### src/rtl/core_stage_ctrl_if.sv
// Handshake and strobe bundle between the NPC stage sequencer and the
// IFU/IDU/EXU/LSU datapath plus the simulation harness status lines.
// The master side is the sequencer; the slave side is the datapath/harness.
interface core_stage_ctrl_if #(
  parameter int CNT_WIDTH = 32
);
  logic                 ifu_req;
  logic                 ifu_valid;
  logic                 idu_en;
  logic                 exu_en;
  logic                 is_mem;
  logic                 is_halt;
  logic                 wb_en;
  logic                 lsu_req;
  logic                 lsu_done;
  logic                 rf_wen;
  logic                 pc_update;
  logic                 busy;
  logic                 halted;
  logic                 wdt_timeout;
  logic [CNT_WIDTH-1:0] retire_cnt;

  modport master (
    output ifu_req, idu_en, exu_en, lsu_req, rf_wen, pc_update,
           busy, halted, wdt_timeout, retire_cnt,
    input  ifu_valid, is_mem, is_halt, wb_en, lsu_done
  );

  modport slave (
    input  ifu_req, idu_en, exu_en, lsu_req, rf_wen, pc_update,
           busy, halted, wdt_timeout, retire_cnt,
    output ifu_valid, is_mem, is_halt, wb_en, lsu_done
  );
endinterface

### src/rtl/core_stage_ctrl.sv
// Multi-cycle sequencer for the NPC core: IDLE -> FETCH -> DECODE -> EXEC
// -> (MEM) -> WB -> FETCH, with absorbing HALT (ebreak) and ERR states.
// All outputs are decoded from the registered state; rf_wen additionally
// gates with wb_en while in WB.
// Optional wait watchdog: define CORE_STAGE_CTRL_WDT_EN to enable a
// FETCH/MEM wait counter that forces ERR after WDT_LIMIT unacked cycles.
module core_stage_ctrl #(
  parameter int CNT_WIDTH = 32,
  parameter int WDT_LIMIT = 256
) (
  input logic               clk,
  input logic               rst,
  core_stage_ctrl_if.master ctrl_io
);

  localparam logic [2:0] S_IDLE   = 3'd0;
  localparam logic [2:0] S_FETCH  = 3'd1;
  localparam logic [2:0] S_DECODE = 3'd2;
  localparam logic [2:0] S_EXEC   = 3'd3;
  localparam logic [2:0] S_MEM    = 3'd4;
  localparam logic [2:0] S_WB     = 3'd5;
  localparam logic [2:0] S_HALT   = 3'd6;
  localparam logic [2:0] S_ERR    = 3'd7;

  // A zero limit would trap every fetch immediately, so refuse to build it.
  if (WDT_LIMIT < 1) begin : gLimitCheck
    $error("core_stage_ctrl: WDT_LIMIT must be at least 1");
  end

  logic [2:0]           state_q, state_d;
  logic [CNT_WIDTH-1:0] retireCnt_q, retireCnt_d;
  logic                 waitTimeout;

`ifdef CORE_STAGE_CTRL_WDT_EN
  localparam int                WDT_W   = $clog2(WDT_LIMIT + 1);
  localparam logic [WDT_W-1:0]  WDT_MAX = WDT_W'(WDT_LIMIT);

  logic [WDT_W-1:0] wdtCnt_q, wdtCnt_d;

  assign waitTimeout = (wdtCnt_q == WDT_MAX);

  // Count consecutive unacked cycles spent waiting in FETCH or MEM; any state change restarts at zero.
  always_comb begin
    wdtCnt_d = '0;
    if (((state_q == S_FETCH) || (state_q == S_MEM)) && (state_d == state_q)) begin
      wdtCnt_d = wdtCnt_q + 1'b1;
    end
  end

  // Wait counter register.
  always_ff @(posedge clk) begin
    if (rst) begin
      wdtCnt_q <= '0;
    end else begin
      wdtCnt_q <= wdtCnt_d;
    end
  end
`else
  assign waitTimeout = 1'b0;
`endif

  // Stage sequencing; the timeout check sits ahead of the ack so a late ack cannot rescue a timed-out wait.
  always_comb begin
    state_d = state_q;
    case (state_q)
      S_IDLE:   state_d = S_FETCH;
      S_FETCH: begin
        if (waitTimeout) begin
          state_d = S_ERR;
        end else if (ctrl_io.ifu_valid) begin
          state_d = S_DECODE;
        end
      end
      S_DECODE: state_d = S_EXEC;
      S_EXEC: begin
        if (ctrl_io.is_halt) begin
          state_d = S_HALT;
        end else if (ctrl_io.is_mem) begin
          state_d = S_MEM;
        end else begin
          state_d = S_WB;
        end
      end
      S_MEM: begin
        if (waitTimeout) begin
          state_d = S_ERR;
        end else if (ctrl_io.lsu_done) begin
          state_d = S_WB;
        end
      end
      S_WB:     state_d = S_FETCH;
      S_HALT:   state_d = S_HALT;
      S_ERR:    state_d = S_ERR;
      default:  state_d = S_IDLE;
    endcase
  end

  // Retire counter bumps on the edge leaving WB and wraps naturally; the halting ebreak never reaches WB.
  always_comb begin
    retireCnt_d = retireCnt_q;
    if (state_q == S_WB) begin
      retireCnt_d = retireCnt_q + 1'b1;
    end
  end

  // State and retire counter registers with synchronous reset.
  always_ff @(posedge clk) begin
    if (rst) begin
      state_q     <= S_IDLE;
      retireCnt_q <= '0;
    end else begin
      state_q     <= state_d;
      retireCnt_q <= retireCnt_d;
    end
  end

  assign ctrl_io.ifu_req    = (state_q == S_FETCH);
  assign ctrl_io.idu_en     = (state_q == S_DECODE);
  assign ctrl_io.exu_en     = (state_q == S_EXEC);
  assign ctrl_io.lsu_req    = (state_q == S_MEM);
  assign ctrl_io.pc_update  = (state_q == S_WB);
  assign ctrl_io.rf_wen     = (state_q == S_WB) && ctrl_io.wb_en;
  assign ctrl_io.busy       = (state_q != S_IDLE) && (state_q != S_HALT) && (state_q != S_ERR);
  assign ctrl_io.halted     = (state_q == S_HALT) || (state_q == S_ERR);
  assign ctrl_io.retire_cnt = retireCnt_q;

`ifdef CORE_STAGE_CTRL_WDT_EN
  assign ctrl_io.wdt_timeout = (state_q == S_ERR);
`else
  assign ctrl_io.wdt_timeout = 1'b0;
`endif

endmodule

### src/flat_wrapper.sv
// flat-port wrapper written by rule: the top's interface ports become plain ports
module core_stage_ctrl_flat 
#(
  parameter int CNT_WIDTH = 32,
  parameter int WDT_LIMIT = 256
)
  (clk, rst, ctrl_io_ifu_req, ctrl_io_idu_en, ctrl_io_exu_en, ctrl_io_lsu_req, ctrl_io_rf_wen, ctrl_io_pc_update, ctrl_io_busy, ctrl_io_halted, ctrl_io_wdt_timeout, ctrl_io_retire_cnt, ctrl_io_ifu_valid, ctrl_io_is_mem, ctrl_io_is_halt, ctrl_io_wb_en, ctrl_io_lsu_done);
  core_stage_ctrl_if #(.CNT_WIDTH(CNT_WIDTH)) ctrl_io_i ();
  input logic clk;
  input logic rst;
  output wire logic [$bits(ctrl_io_i.ifu_req)-1:0] ctrl_io_ifu_req;
  output wire logic [$bits(ctrl_io_i.idu_en)-1:0] ctrl_io_idu_en;
  output wire logic [$bits(ctrl_io_i.exu_en)-1:0] ctrl_io_exu_en;
  output wire logic [$bits(ctrl_io_i.lsu_req)-1:0] ctrl_io_lsu_req;
  output wire logic [$bits(ctrl_io_i.rf_wen)-1:0] ctrl_io_rf_wen;
  output wire logic [$bits(ctrl_io_i.pc_update)-1:0] ctrl_io_pc_update;
  output wire logic [$bits(ctrl_io_i.busy)-1:0] ctrl_io_busy;
  output wire logic [$bits(ctrl_io_i.halted)-1:0] ctrl_io_halted;
  output wire logic [$bits(ctrl_io_i.wdt_timeout)-1:0] ctrl_io_wdt_timeout;
  output wire logic [$bits(ctrl_io_i.retire_cnt)-1:0] ctrl_io_retire_cnt;
  input wire logic [$bits(ctrl_io_i.ifu_valid)-1:0] ctrl_io_ifu_valid;
  input wire logic [$bits(ctrl_io_i.is_mem)-1:0] ctrl_io_is_mem;
  input wire logic [$bits(ctrl_io_i.is_halt)-1:0] ctrl_io_is_halt;
  input wire logic [$bits(ctrl_io_i.wb_en)-1:0] ctrl_io_wb_en;
  input wire logic [$bits(ctrl_io_i.lsu_done)-1:0] ctrl_io_lsu_done;
  assign ctrl_io_ifu_req = ctrl_io_i.ifu_req;
  assign ctrl_io_idu_en = ctrl_io_i.idu_en;
  assign ctrl_io_exu_en = ctrl_io_i.exu_en;
  assign ctrl_io_lsu_req = ctrl_io_i.lsu_req;
  assign ctrl_io_rf_wen = ctrl_io_i.rf_wen;
  assign ctrl_io_pc_update = ctrl_io_i.pc_update;
  assign ctrl_io_busy = ctrl_io_i.busy;
  assign ctrl_io_halted = ctrl_io_i.halted;
  assign ctrl_io_wdt_timeout = ctrl_io_i.wdt_timeout;
  assign ctrl_io_retire_cnt = ctrl_io_i.retire_cnt;
  assign ctrl_io_i.ifu_valid = ctrl_io_ifu_valid;
  assign ctrl_io_i.is_mem = ctrl_io_is_mem;
  assign ctrl_io_i.is_halt = ctrl_io_is_halt;
  assign ctrl_io_i.wb_en = ctrl_io_wb_en;
  assign ctrl_io_i.lsu_done = ctrl_io_lsu_done;
  core_stage_ctrl #(.CNT_WIDTH(CNT_WIDTH), .WDT_LIMIT(WDT_LIMIT)) u_core (.clk(clk), .rst(rst), .ctrl_io(ctrl_io_i));
endmodule
### config.mk
export PLATFORM = sky130hd
export DESIGN_NAME = core_stage_ctrl_flat
export DESIGN_NICKNAME = d
export VERILOG_FILES = /design/src/rtl/core_stage_ctrl_if.sv /design/src/rtl/core_stage_ctrl.sv /design/src/flat_wrapper.sv
export SDC_FILE = /design/constraint.sdc
export NUM_CORES = 1
export LEC_CHECK = 0
export ABC_AREA = 0
export ABC_CLOCK_PERIOD_IN_PS = 4900
export BUFFER_PORTS_ARGS = -buffer_cell sky130_fd_sc_hd__clkbuf_2
export CAP_MARGIN = 20
export CORE_MARGIN = 2
export CORE_UTILIZATION = 35
export CTS_CLUSTER_SIZE = 20
export DETAILED_ROUTE_END_ITERATION = 16
export PLACE_DENSITY = 0.62
export SLEW_MARGIN = 20
export SYNTH_ARGS = -nofsm -noshare
export SYNTH_HDL_FRONTEND = slang
export SYNTH_SLANG_ARGS = --single-unit
### constraint.sdc
create_clock -name clk -period 4.9 [get_ports clk]
set_input_delay 0.49 -clock clk [delete_from_list [all_inputs] [get_ports clk]]
set_output_delay 0.49 -clock clk [all_outputs]
set_load 0.01 [all_outputs]
==> metrics.md, run 1 <==
| Metric | Value |
|---|---|
| Status | `finished, final reports clean` |
| Slew @ Worst Pin | `0.704 ns` |
| # setup viols final | `0` |
| Setup_tns | `0 ns` |
| Remaining Overflow, GRT | `0` |
| Core Box Area | `0.00482 mm^2` |
| DRT Wirelength | `4.09 mm` |
| DPL Wire Length | `2.90 mm` |
| CP Max Fanout | `19` |
| Sequential cell area fraction in the yosys report | `39.5%` |
| CTS Hold Bufs | `0` |
| Largest net degree at the start of global routing | `36` |
| Commonest non-fill, non-tap cell in the layout | `clkbuf_2` |
| Clk root buf | `clkbuf_8` |
| Register area | `701 um^2` |
| Max Slew Vio Count | `0` |
| Synth area leader | `dfxtp_1` |
| Share of cells above drive strength 1 | `22.6%` |
| Avg Cell Area, Syn | `8.37 um^2` |
| Vias in the first global route | `1473` |
| Clk Latency, worst-skew pair | `0.28 ns` |
| Max VDD drop | `0.147 mV` |
| Synth Area in Compound Gates | `16.1%` |
| Cts repair resizes | `0` |
| Ys async rst share | `0%` |
| Synth Cell Area | `0.00177 mm^2` |
| Multi-input gate area | `986 um^2` |
| Synth cell types | `36` |
| Clk slew on worst S/H paths | `0.07 ns` |
| Number of flops mapped to enable cells by yosys | `0` |
| Post-Synth Simple-Gate Area | `34.0%` |
| Post-synthesis xor/xnor area fraction | `3.95%` |
| Top cell type's share of synthesized area | `39.5%` |
| ANT cells | `0` |
| Largest family of logic cells by synthesized area | `simple AND/OR/NAND/NOR gates` |
| CP Capture Type | `flop` |
| Syn Nets | `220` |
| Synth warn | `0` |
| Kind of critical path | `reg -> reg` |
| Detailed Routing Iterations Pass 1 | `4` |
| Synth Area in Adders | `0.705%` |
| Final Hold Fails | `0` |
| Area growth, synth to finish | `18.2%` |
| Leak Pwr | `0.811 nW` |
| First-pass GRT wire length | `6.62 mm` |
| Req. time, crit path | `5.11 ns` |
| Clock skew | `0.00548 ns` |
| Multiplexer area fraction after synthesis | `0.564%` |
| CTS tree | `yes` |
| Clk sink count | `35` |
| H-tree depth | `2` |
| Drt via density | `5.32` |
| Fin nets | `259` |
| Die H | `75.2 um` |
| Fill cell count | `506` |
| Max-cap violation count | `0` |
| CP arrival | `2.25 ns` |
| Die width | `75.2 um` |
| GPL Wtd Cong | `0.738` |
| Achievable Freq | `0.489 GHz` |
| Ranking of synthesized cells by area | `dfxtp_1, a21oi_1, o31ai_1, or4_1, or3_1` |
| Hold Path Class | `in -> reg` |
| Most frequent cells in the layout | `clkbuf_2, dfxtp_1, a21oi_1` |
| Cell count after synthesis | `212` |
| Top FF cell, synth | `dfxtp_1` |
| Final setup margin | `2.86 ns` |
| Synth Register Bits | `35` |
| Via count | `1696` |
| Die Area | `0.00565 mm^2` |
| Pre-CTS setup slack | `2.87 ns` |
| Number of port buffers | `46` |
| Final min period | `2.04 ns` |
| PD cells | `244 mW/mm^2` |
| Power consumption | `0.512 mW` |
| Routed WL per cell | `12.8 um` |
| DRC | `0` |
| Final critical-path share of the clock period | `41.7%` |
| Initial antenna violation count | `0` |
| Startpoint Class | `flop` |
| Gr usage total | `15.2%` |
| Num CTS Buffers | `5` |
| Cell Rows | `25` |
| RSZ-0062 raised after global routing | `no` |
| Slew HR | `53.1%` |
| Antenna Nets Post-Route | `0` |
| Postcts setup bufs | `0` |
| Initial Util | `36.8%` |
| Longest Clk Path Bufs | `2` |
| First DRT Iteration DRCs | `58` |
| Boundary pin count | `48` |
## metrics by stage
step           util [%]  area, um^2  instances  hold slack [ns]
2_1_floorplan         -        1770        212            0.496
3_3_place_gp       41.8        2020        311            0.468
3_5_place_dp       41.8        2020        311            0.476
4_1_cts            43.5        2100        319            0.455
5_1_grt            43.5        2100        319            0.472
6_report           43.5        2100        319            0.461
## path summary, 6_finish.rpt
check / startpoint / end / slack, ns / depth (start not counted)
worst min-delay path: ctrl_io_is_halt / u_core.state_q[1]$_SDFFE_PP0P_ / 0.46 / 3
worst max register to register: u_core.state_q[1]$_SDFFE_PP0P_ / u_core.ctrl_io.retire_cnt[20]$_SDFFE_PP0P_ / 2.86 / 4
worst max-delay path: u_core.state_q[1]$_SDFFE_PP0P_ / u_core.ctrl_io.retire_cnt[20]$_SDFFE_PP0P_ / 2.86 / 4
worst min register to register: u_core.ctrl_io.retire_cnt[31]$_SDFFE_PP0P_ / u_core.ctrl_io.retire_cnt[31]$_SDFFE_PP0P_ / 0.48 / 2
## layout make-up
class	instances	share of cell area [%]
Sequential cell	35	33.4
Timing Repair Buffer	46	11.0
Inverter	4	0.716
Clock inverter	1	0.239
Multi-Input combinational cell	159	47.0
Clock buffer	7	3.64
Tap cell	67	4.00
## state kept, by name (all words and copies together) (netlist names), named ones only
name                       count
u_core.state_q                 2
u_core.ctrl_io.retire_cnt     32
## critical path, cell delays in order, from the launching register on
cell      delay [ns]
dfxtp_1         0.41
and4b_1         0.53
nand4b_4        0.31
or4_1           0.58
a21oi_1         0.14
## kinds of logic (layout without fill, tap and decap cells)
family / count (synthesis) / count (layout)
buf+inv: 18 / 58
simple gates: 97 / 97
other cells: 1 / 1
compound gates: 51 / 51
flops: 35 / 35
xor+xnor: 8 / 8
mux: 1 / 1
fa+ha+maj: 1 / 1
## Yosys cell counts, types with 2 or more instances
cell and count:
a21oi_1 27, and2_1 5, and3_1 5, and4_1 4
buf_6 2, clkbuf_1 9, dfxtp_1 35, inv_1 4
nand2_1 17, nand3_1 7, nand4_1 10, nor2_1 12
nor3_1 5, o21ai_0 12, o31ai_1 11, or3_1 11
or4_1 11, xnor2_1 5, xor2_1 3
## where the power goes
part	switching (mW)	total, mW	internal [mW]
Clock	0.100	0.200	0.0997
Combinational	0.0128	0.0217	0.00883
Sequential	0.00437	0.291	0.286
## per-layer routing
layer | GRT usage, % | share of wire, % | vias to the layer above
met1 | 19.1 | 47 | 775
met5 | 0 | 0 | -
met4 | 4.68 | 0.86 | 0
li1 | - | - | 868
met2 | 25.0 | 45 | 49
met3 | 4.69 | 6.3 | 4
(Power assumes the default switching activity.)
==> run 2, diff against run 1 <==
Settings changed: ABC_CLOCK_PERIOD_IN_PS 4900 to 1790, PLACE_DENSITY 0.62 to 0.64.
Clock period 4.9 ns to 1.79 ns, I/O delays scaled along.
==> metrics.md, run 2 (same netlist as run 1, synthesis figures left out) <==
| Metric | Value |
|---|---|
| Antenna Nets Post-Route | `0 (unchanged)` |
| Final critical-path share of the clock period | `94.6% (+53 points)` |
| Detailed Routing Iterations Pass 1 | `4 (unchanged)` |
| Max VDD drop | `0.367 mV (+150%)` |
| First-pass GRT wire length | `7.57 mm (+14%)` |
| Die Area | `0.00565 mm^2 (unchanged)` |
| Die width | `75.2 um (unchanged)` |
| CP Capture Type | `flop` |
| DR top layer | `met4` |
| Max Slew Vio Count | `0 (unchanged)` |
| Hold Path Class | `in -> reg` |
| PD cells | `594 mW/mm^2 (+140%)` |
| Cell Rows | `25 (unchanged)` |
| Hold_ws | `0.157 ns (-0.304 ns)` |
| DRC | `0 (unchanged)` |
| CP arrival | `1.90 ns (-0.35 ns)` |
| RSZ-0062 raised after global routing | `yes` |
| Clock skew | `0.0135 ns (+0.00798 ns)` |
| Initial antenna violation count | `0 (unchanged)` |
| Met2 Wirelength | `2.09 mm (+12%)` |
| Largest net degree at the start of global routing | `36 (unchanged)` |
| Die H | `75.2 um (unchanged)` |
| GPL Wtd Cong | `0.821 (+11%)` |
| Fill cell count | `517 (+2.2%)` |
| First DRT Iteration DRCs | `75 (+29%)` |
| Final min period | `1.69 ns (-0.351 ns)` |
| Clk slew on worst S/H paths | `0.07 ns (about the same)` |
| CTS tree | `yes` |
| R2R cell count | `5 (+1)` |
| Boundary pin count | `48 (unchanged)` |
| Clk Latency, worst-skew pair | `0.30 ns (+0.02 ns)` |
| Slew @ Worst Pin | `0.747 ns (+0.0426 ns)` |
| Vias in the first global route | `1712 (+16%)` |
| Remaining Overflow, GRT | `0 (unchanged)` |
| Longest Clk Path Bufs | `2 (unchanged)` |
| Via count | `1873 (+10%)` |
| Final setup margin | `0.0967 ns (-2.76 ns)` |
| Met3 routed WL | `229 um (-11%)` |
| Req. time, crit path | `2.00 ns (-3.11 ns)` |
| Kind of critical path | `reg -> reg` |
| Routed WL per cell | `13.0 um (+1.1%)` |
| H-tree depth | `2 (unchanged)` |
| Share of cells above drive strength 1 | `35.2% (+13 points)` |
| Pre-CTS setup slack | `0.0237 ns (-2.85 ns)` |
| Final Hold Fails | `0 (unchanged)` |
| Post-layout util | `50.2% (+6.6 points)` |
| R2R Setup Slk | `0.1 ns (-2.76 ns)` |
| Gr usage total | `17.2% (+2.1 points)` |
| ANT cells | `0 (unchanged)` |
| Startpoint Class | `flop` |
| DPL Wire Length | `3.19 mm (+9.9%)` |
| Achievable Freq | `0.591 GHz (+21%)` |
| Clk root buf | `clkbuf_8` |
| Clk sink count | `35 (unchanged)` |
| Num CTS Buffers | `5 (unchanged)` |
| Max-cap violation count | `0 (unchanged)` |
| Number of port buffers | `46 (unchanged)` |
| Core Box Area | `0.00482 mm^2 (unchanged)` |
| DP Area | `0.00226 mm^2 (+12%)` |
| Max reg flops | `32 (unchanged)` |
| Leak Pwr | `1.03 nW (+27%)` |
| Final Instance Area | `0.00242 mm^2 (+15%)` |
| Commonest non-fill, non-tap cell in the layout | `clkbuf_2` |
| Drt via density | `5.25 (-1.3%)` |
| CP Max Fanout | `6 (-13)` |
| Status | `finished, final reports clean` |
| Power consumption | `1.43 mW (+180%)` |
| Initial Util | `36.8% (unchanged)` |
| Met1 wire length | `2.25 mm (+16%)` |
| Most frequent cells in the layout | `clkbuf_2, buf_4, dfxtp_1` |
| Area growth, synth to finish | `36.2%` |
| DRT Wirelength | `4.63 mm (+13%)` |
| # setup viols final | `0 (unchanged)` |
| Fin nets | `297 (+15%)` |
| Slew HR | `50.2% (-2.8 points)` |
| Hold Path Depth | `3 (unchanged)` |
## run 2: layout make-up
| cell class | count | area, um^2 | area share, % |
|---|---|---|---|
| Multi-Input combinational cell | 161 | 1030 | 42.7 |
| Sequential cell | 35 | 703 | 29.1 |
| Timing Repair Buffer | 82 | 500 | 20.7 |
| Tap cell | 67 | 83.8 | 3.47 |
| Clock buffer | 7 | 76.3 | 3.16 |
| Inverter | 4 | 15.0 | 0.621 |
| Clock inverter | 1 | 5.00 | 0.207 |
## run 2: what timing repair did
item                       in CTS  in global routing
setup endpoints to repair       0                 17
hold buffers                    0                  0
resized for setup               0                  8
setup buffers                   0                  4
## run 2: path summary, 6_finish.rpt
check,to,startpoint
setup / recovery,u_core.ctrl_io.retire_cnt[15]$_SDFFE_PP0P_,u_core.state_q[0]$_SDFFE_PP0P_
hold / removal,u_core.state_q[1]$_SDFFE_PP0P_,ctrl_io_is_halt
setup reg to reg,u_core.ctrl_io.retire_cnt[15]$_SDFFE_PP0P_,u_core.state_q[0]$_SDFFE_PP0P_
hold reg to reg,u_core.ctrl_io.retire_cnt[29]$_SDFFE_PP0P_,u_core.ctrl_io.retire_cnt[29]$_SDFFE_PP0P_
## run 2: critical path, stage by stage (launching register included)
cell and delay [ns]:
dfxtp_2 0.33, buf_4 0.11, nand4b_2 0.12, or4_4 0.59
or3_4 0.34, a21oi_1 0.14
## run 2: power breakdown
| group | internal (mW) | total [mW] | switching, mW | leakage, nW |
|---|---|---|---|---|
| Sequential | 0.784 | 0.788 | 0.00359 | 0.283 |
| Combinational | 0.0331 | 0.0794 | 0.0462 | 0.707 |
| Clock | 0.273 | 0.568 | 0.294 | 0.0422 |
## run 2: per-layer routing
| layer | vias up | global-route usage, % |
|---|---|---|
| met3 | 8 | 3.61 |
| met4 | 0 | 5.85 |
| met2 | 47 | 28.3 |
| met1 | 873 | 22.6 |
| met5 | - | 0 |
| li1 | 945 | - |
## run 2: metrics by stage
| stage | TNS [ns] | std cells |
|---|---|---|
| 2_1_floorplan | 0 | 212 |
| 3_3_place_gp | 0 | 343 |
| 3_5_place_dp | 0 | 343 |
| 4_1_cts | 0 | 351 |
| 5_1_grt | -0.00624 | 357 |
| 6_report | 0 | 357 |
==> run 3, diff against run 2 <==
Settings changed: CTS_BUF_LIST set to sky130_fd_sc_hd__clkbuf_16, SLEW_MARGIN 20 to 0.
==> metrics.md, run 3 (same netlist as run 1, synthesis figures left out) <==
| Metric | Value |
|---|---|
| First-pass GRT wire length | `7.53 mm (-0.46%)` |
| CTS Hold Bufs | `0 (unchanged)` |
| Final critical-path share of the clock period | `95.3% (+0.72 points)` |
| Final Hold Fails | `0 (unchanged)` |
| Register area | `703 um^2 (unchanged)` |
| Hold_ws | `0.170 ns (+0.0126 ns)` |
| Final Instance Area | `0.00245 mm^2 (+1.6%)` |
| Clk sink count | `35 (unchanged)` |
| DRC | `0 (unchanged)` |
| Achievable Freq | `0.586 GHz (-0.75%)` |
| Clk slew on worst S/H paths | `0.05 ns (-0.02 ns)` |
| Power consumption | `1.68 mW (+17%)` |
| DRT Wirelength | `4.58 mm (-1.1%)` |
| # setup viols final | `0 (unchanged)` |
| Final Non-Filler Cells | `355 (-0.56%)` |
| P_int | `1.32 mW (+21%)` |
| Core Box Area | `0.00482 mm^2 (unchanged)` |
| Vias in the first global route | `1702 (-0.58%)` |
| Commonest non-fill, non-tap cell in the layout | `clkbuf_2` |
| CP Capture Type | `flop` |
| Longest Clk Path Bufs | `2 (unchanged)` |
| Leak Pwr | `1.05 nW (+1.3%)` |
| Largest net degree at the start of global routing | `36 (unchanged)` |
| Slew @ Worst Pin | `0.752 ns (+0.00560 ns)` |
| Slew HR | `49.9% (-0.37 points)` |
| Clk Latency, worst-skew pair | `0.28 ns (-0.02 ns)` |
| CP arrival | `1.90 ns (about the same)` |
| Pre-CTS setup slack | `0.0237 ns (unchanged)` |
| PD cells | `685 mW/mm^2 (+15%)` |
| Max Slew Vio Count | `0 (unchanged)` |
| Remaining Overflow, GRT | `0 (unchanged)` |
| Most frequent cells in the layout | `clkbuf_2, buf_4, dfxtp_1` |
| Req. time, crit path | `1.98 ns (-0.02 ns)` |
| Final min period | `1.71 ns (+0.0129 ns)` |
| Cell Rows | `25 (unchanged)` |
| Logic pwr share | `4.7% (-0.8 points)` |
| CP Max Fanout | `13 (+7)` |
| GPL Wtd Cong | `0.821 (unchanged)` |
| DP Area | `0.00226 mm^2 (unchanged)` |
| Multi-input gate area | `0.00102 mm^2 (-0.97%)` |
| Detailed Routing Iterations Pass 1 | `4 (unchanged)` |
| DPL Wire Length | `3.19 mm (unchanged)` |
| First DRT Iteration DRCs | `72 (-4.0%)` |
| Fin nets | `295 (-0.67%)` |
| Routed WL per cell | `12.9 um (-0.57%)` |
| Status | `finished, final reports clean` |
| Final setup margin | `0.0839 ns (-0.0129 ns)` |
| H-tree depth | `2 (unchanged)` |
| Kind of critical path | `reg -> reg` |
| Clock skew | `0.00640 ns (-0.00706 ns)` |
| Boundary pin count | `48 (unchanged)` |
| Max-cap violation count | `0 (unchanged)` |
| CTS tree | `yes` |
| RSZ-0062 raised after global routing | `yes` |
| Gr usage total | `17.4% (+0.19 points)` |
| Switching power | `0.360 mW (+4.6%)` |
| Switch share | `21.4% (-2.6 points)` |
| Die Area | `0.00565 mm^2 (unchanged)` |
| Die H | `75.2 um (unchanged)` |
| Max VDD drop | `0.483 mV (+32%)` |
| ANT cells | `0 (unchanged)` |
| Via count | `1833 (-2.1%)` |
| Die width | `75.2 um (unchanged)` |
| Num CTS Buffers | `5 (unchanged)` |
| Setup_tns | `0 ns (unchanged)` |
| Clk root buf | `clkbuf_16` |
| Initial antenna violation count | `0 (unchanged)` |
| Number of port buffers | `46 (unchanged)` |
| Post-layout util | `51.0% (+0.81 points)` |
| Hold Path Class | `in -> reg` |
| # placed instances | `343 (unchanged)` |
| Fill cell count | `510 (-1.4%)` |
| Clock power share | `48.3% (+8.7 points)` |
| Startpoint Class | `flop` |
| Drt via density | `5.16 (-1.6%)` |
| Share of cells above drive strength 1 | `35.1% (-0.10 points)` |
| R2R Setup Slk | `0.08 ns (about the same)` |
| Seq pwr share | `47.0% (-7.9 points)` |
| Antenna Nets Post-Route | `0 (unchanged)` |
| Area growth, synth to finish | `38.4%` |
| Initial Util | `36.8% (unchanged)` |
| Max reg flops | `32 (unchanged)` |
-- run 3: cell types whose count changed in the layout (fill, tap and decap cells not counted) --
cell	previous run	this run
a21oi_1	27	26
a21oi_2	0	1
and4_4	0	1
and4_2	2	1
clkbuf_16	0	5
clkbuf_1	2	0
inv_1	4	6
buf_4	36	35
clkbuf_8	5	0
nand4b_2	2	1
-- run 3: worst paths after layout --
check / startpoint / endpoint / cells past startpoint
max reg2reg: u_core.ctrl_io.retire_cnt[2]$_SDFFE_PP0P_ / u_core.ctrl_io.retire_cnt[14]$_SDFFE_PP0P_ / 5
min: ctrl_io_is_halt / u_core.state_q[1]$_SDFFE_PP0P_ / 3
min reg2reg: u_core.ctrl_io.retire_cnt[29]$_SDFFE_PP0P_ / u_core.ctrl_io.retire_cnt[29]$_SDFFE_PP0P_ / 2
max: u_core.ctrl_io.retire_cnt[2]$_SDFFE_PP0P_ / u_core.ctrl_io.retire_cnt[14]$_SDFFE_PP0P_ / 5
-- run 3: power groups by stage --
stage               Sequential, mW  Clock, mW  Combinational, mW
floorplan                    0.808          0             0.0446
finish                       0.789      0.812             0.0795
global route                 0.789      0.880             0.0884
global placement             0.805          0             0.0785
detailed placement           0.805          0             0.0797
CTS                          0.788      0.843             0.0802
-- run 3: layout make-up --
class / instances / area share (%)
Tap cell: 67 / 3.41
Timing Repair Buffer: 81 / 20.1
Inverter: 4 / 0.612
Clock buffer: 5 / 5.10
Sequential cell: 35 / 28.6
Clock inverter: 3 / 0.510
Multi-Input combinational cell: 160 / 41.6
-- run 3: worst max-delay path, cell delays in order (launching register included) --
cell and delay [ns]:
dfxtp_1 0.35, and4b_2 0.36, nand4b_4 0.21, buf_4 0.20
or3_1 0.35, a21oi_1 0.16
-- run 3: repair_timing --
action	in CTS	in global routing
endpoints found under the setup margin	1	16
setup buffers	0	3
endpoints found under the hold margin	0	0
gates resized for setup	1	9
gates cloned	0	1
pin swaps	0	3
-- run 3: layer usage --
| layer | part of all wire [%] | up-vias | wire [um] | GRT usage [%] |
|---|---|---|---|---|
| met5 | 0 | - | 0 | 0 |
| met4 | 1.3 | 0 | 58 | 5.26 |
| met3 | 5.5 | 5 | 251 | 5.62 |
| met2 | 47 | 46 | 2150 | 28.2 |
| li1 | - | 939 | - | - |
| met1 | 46 | 843 | 2130 | 22.3 |
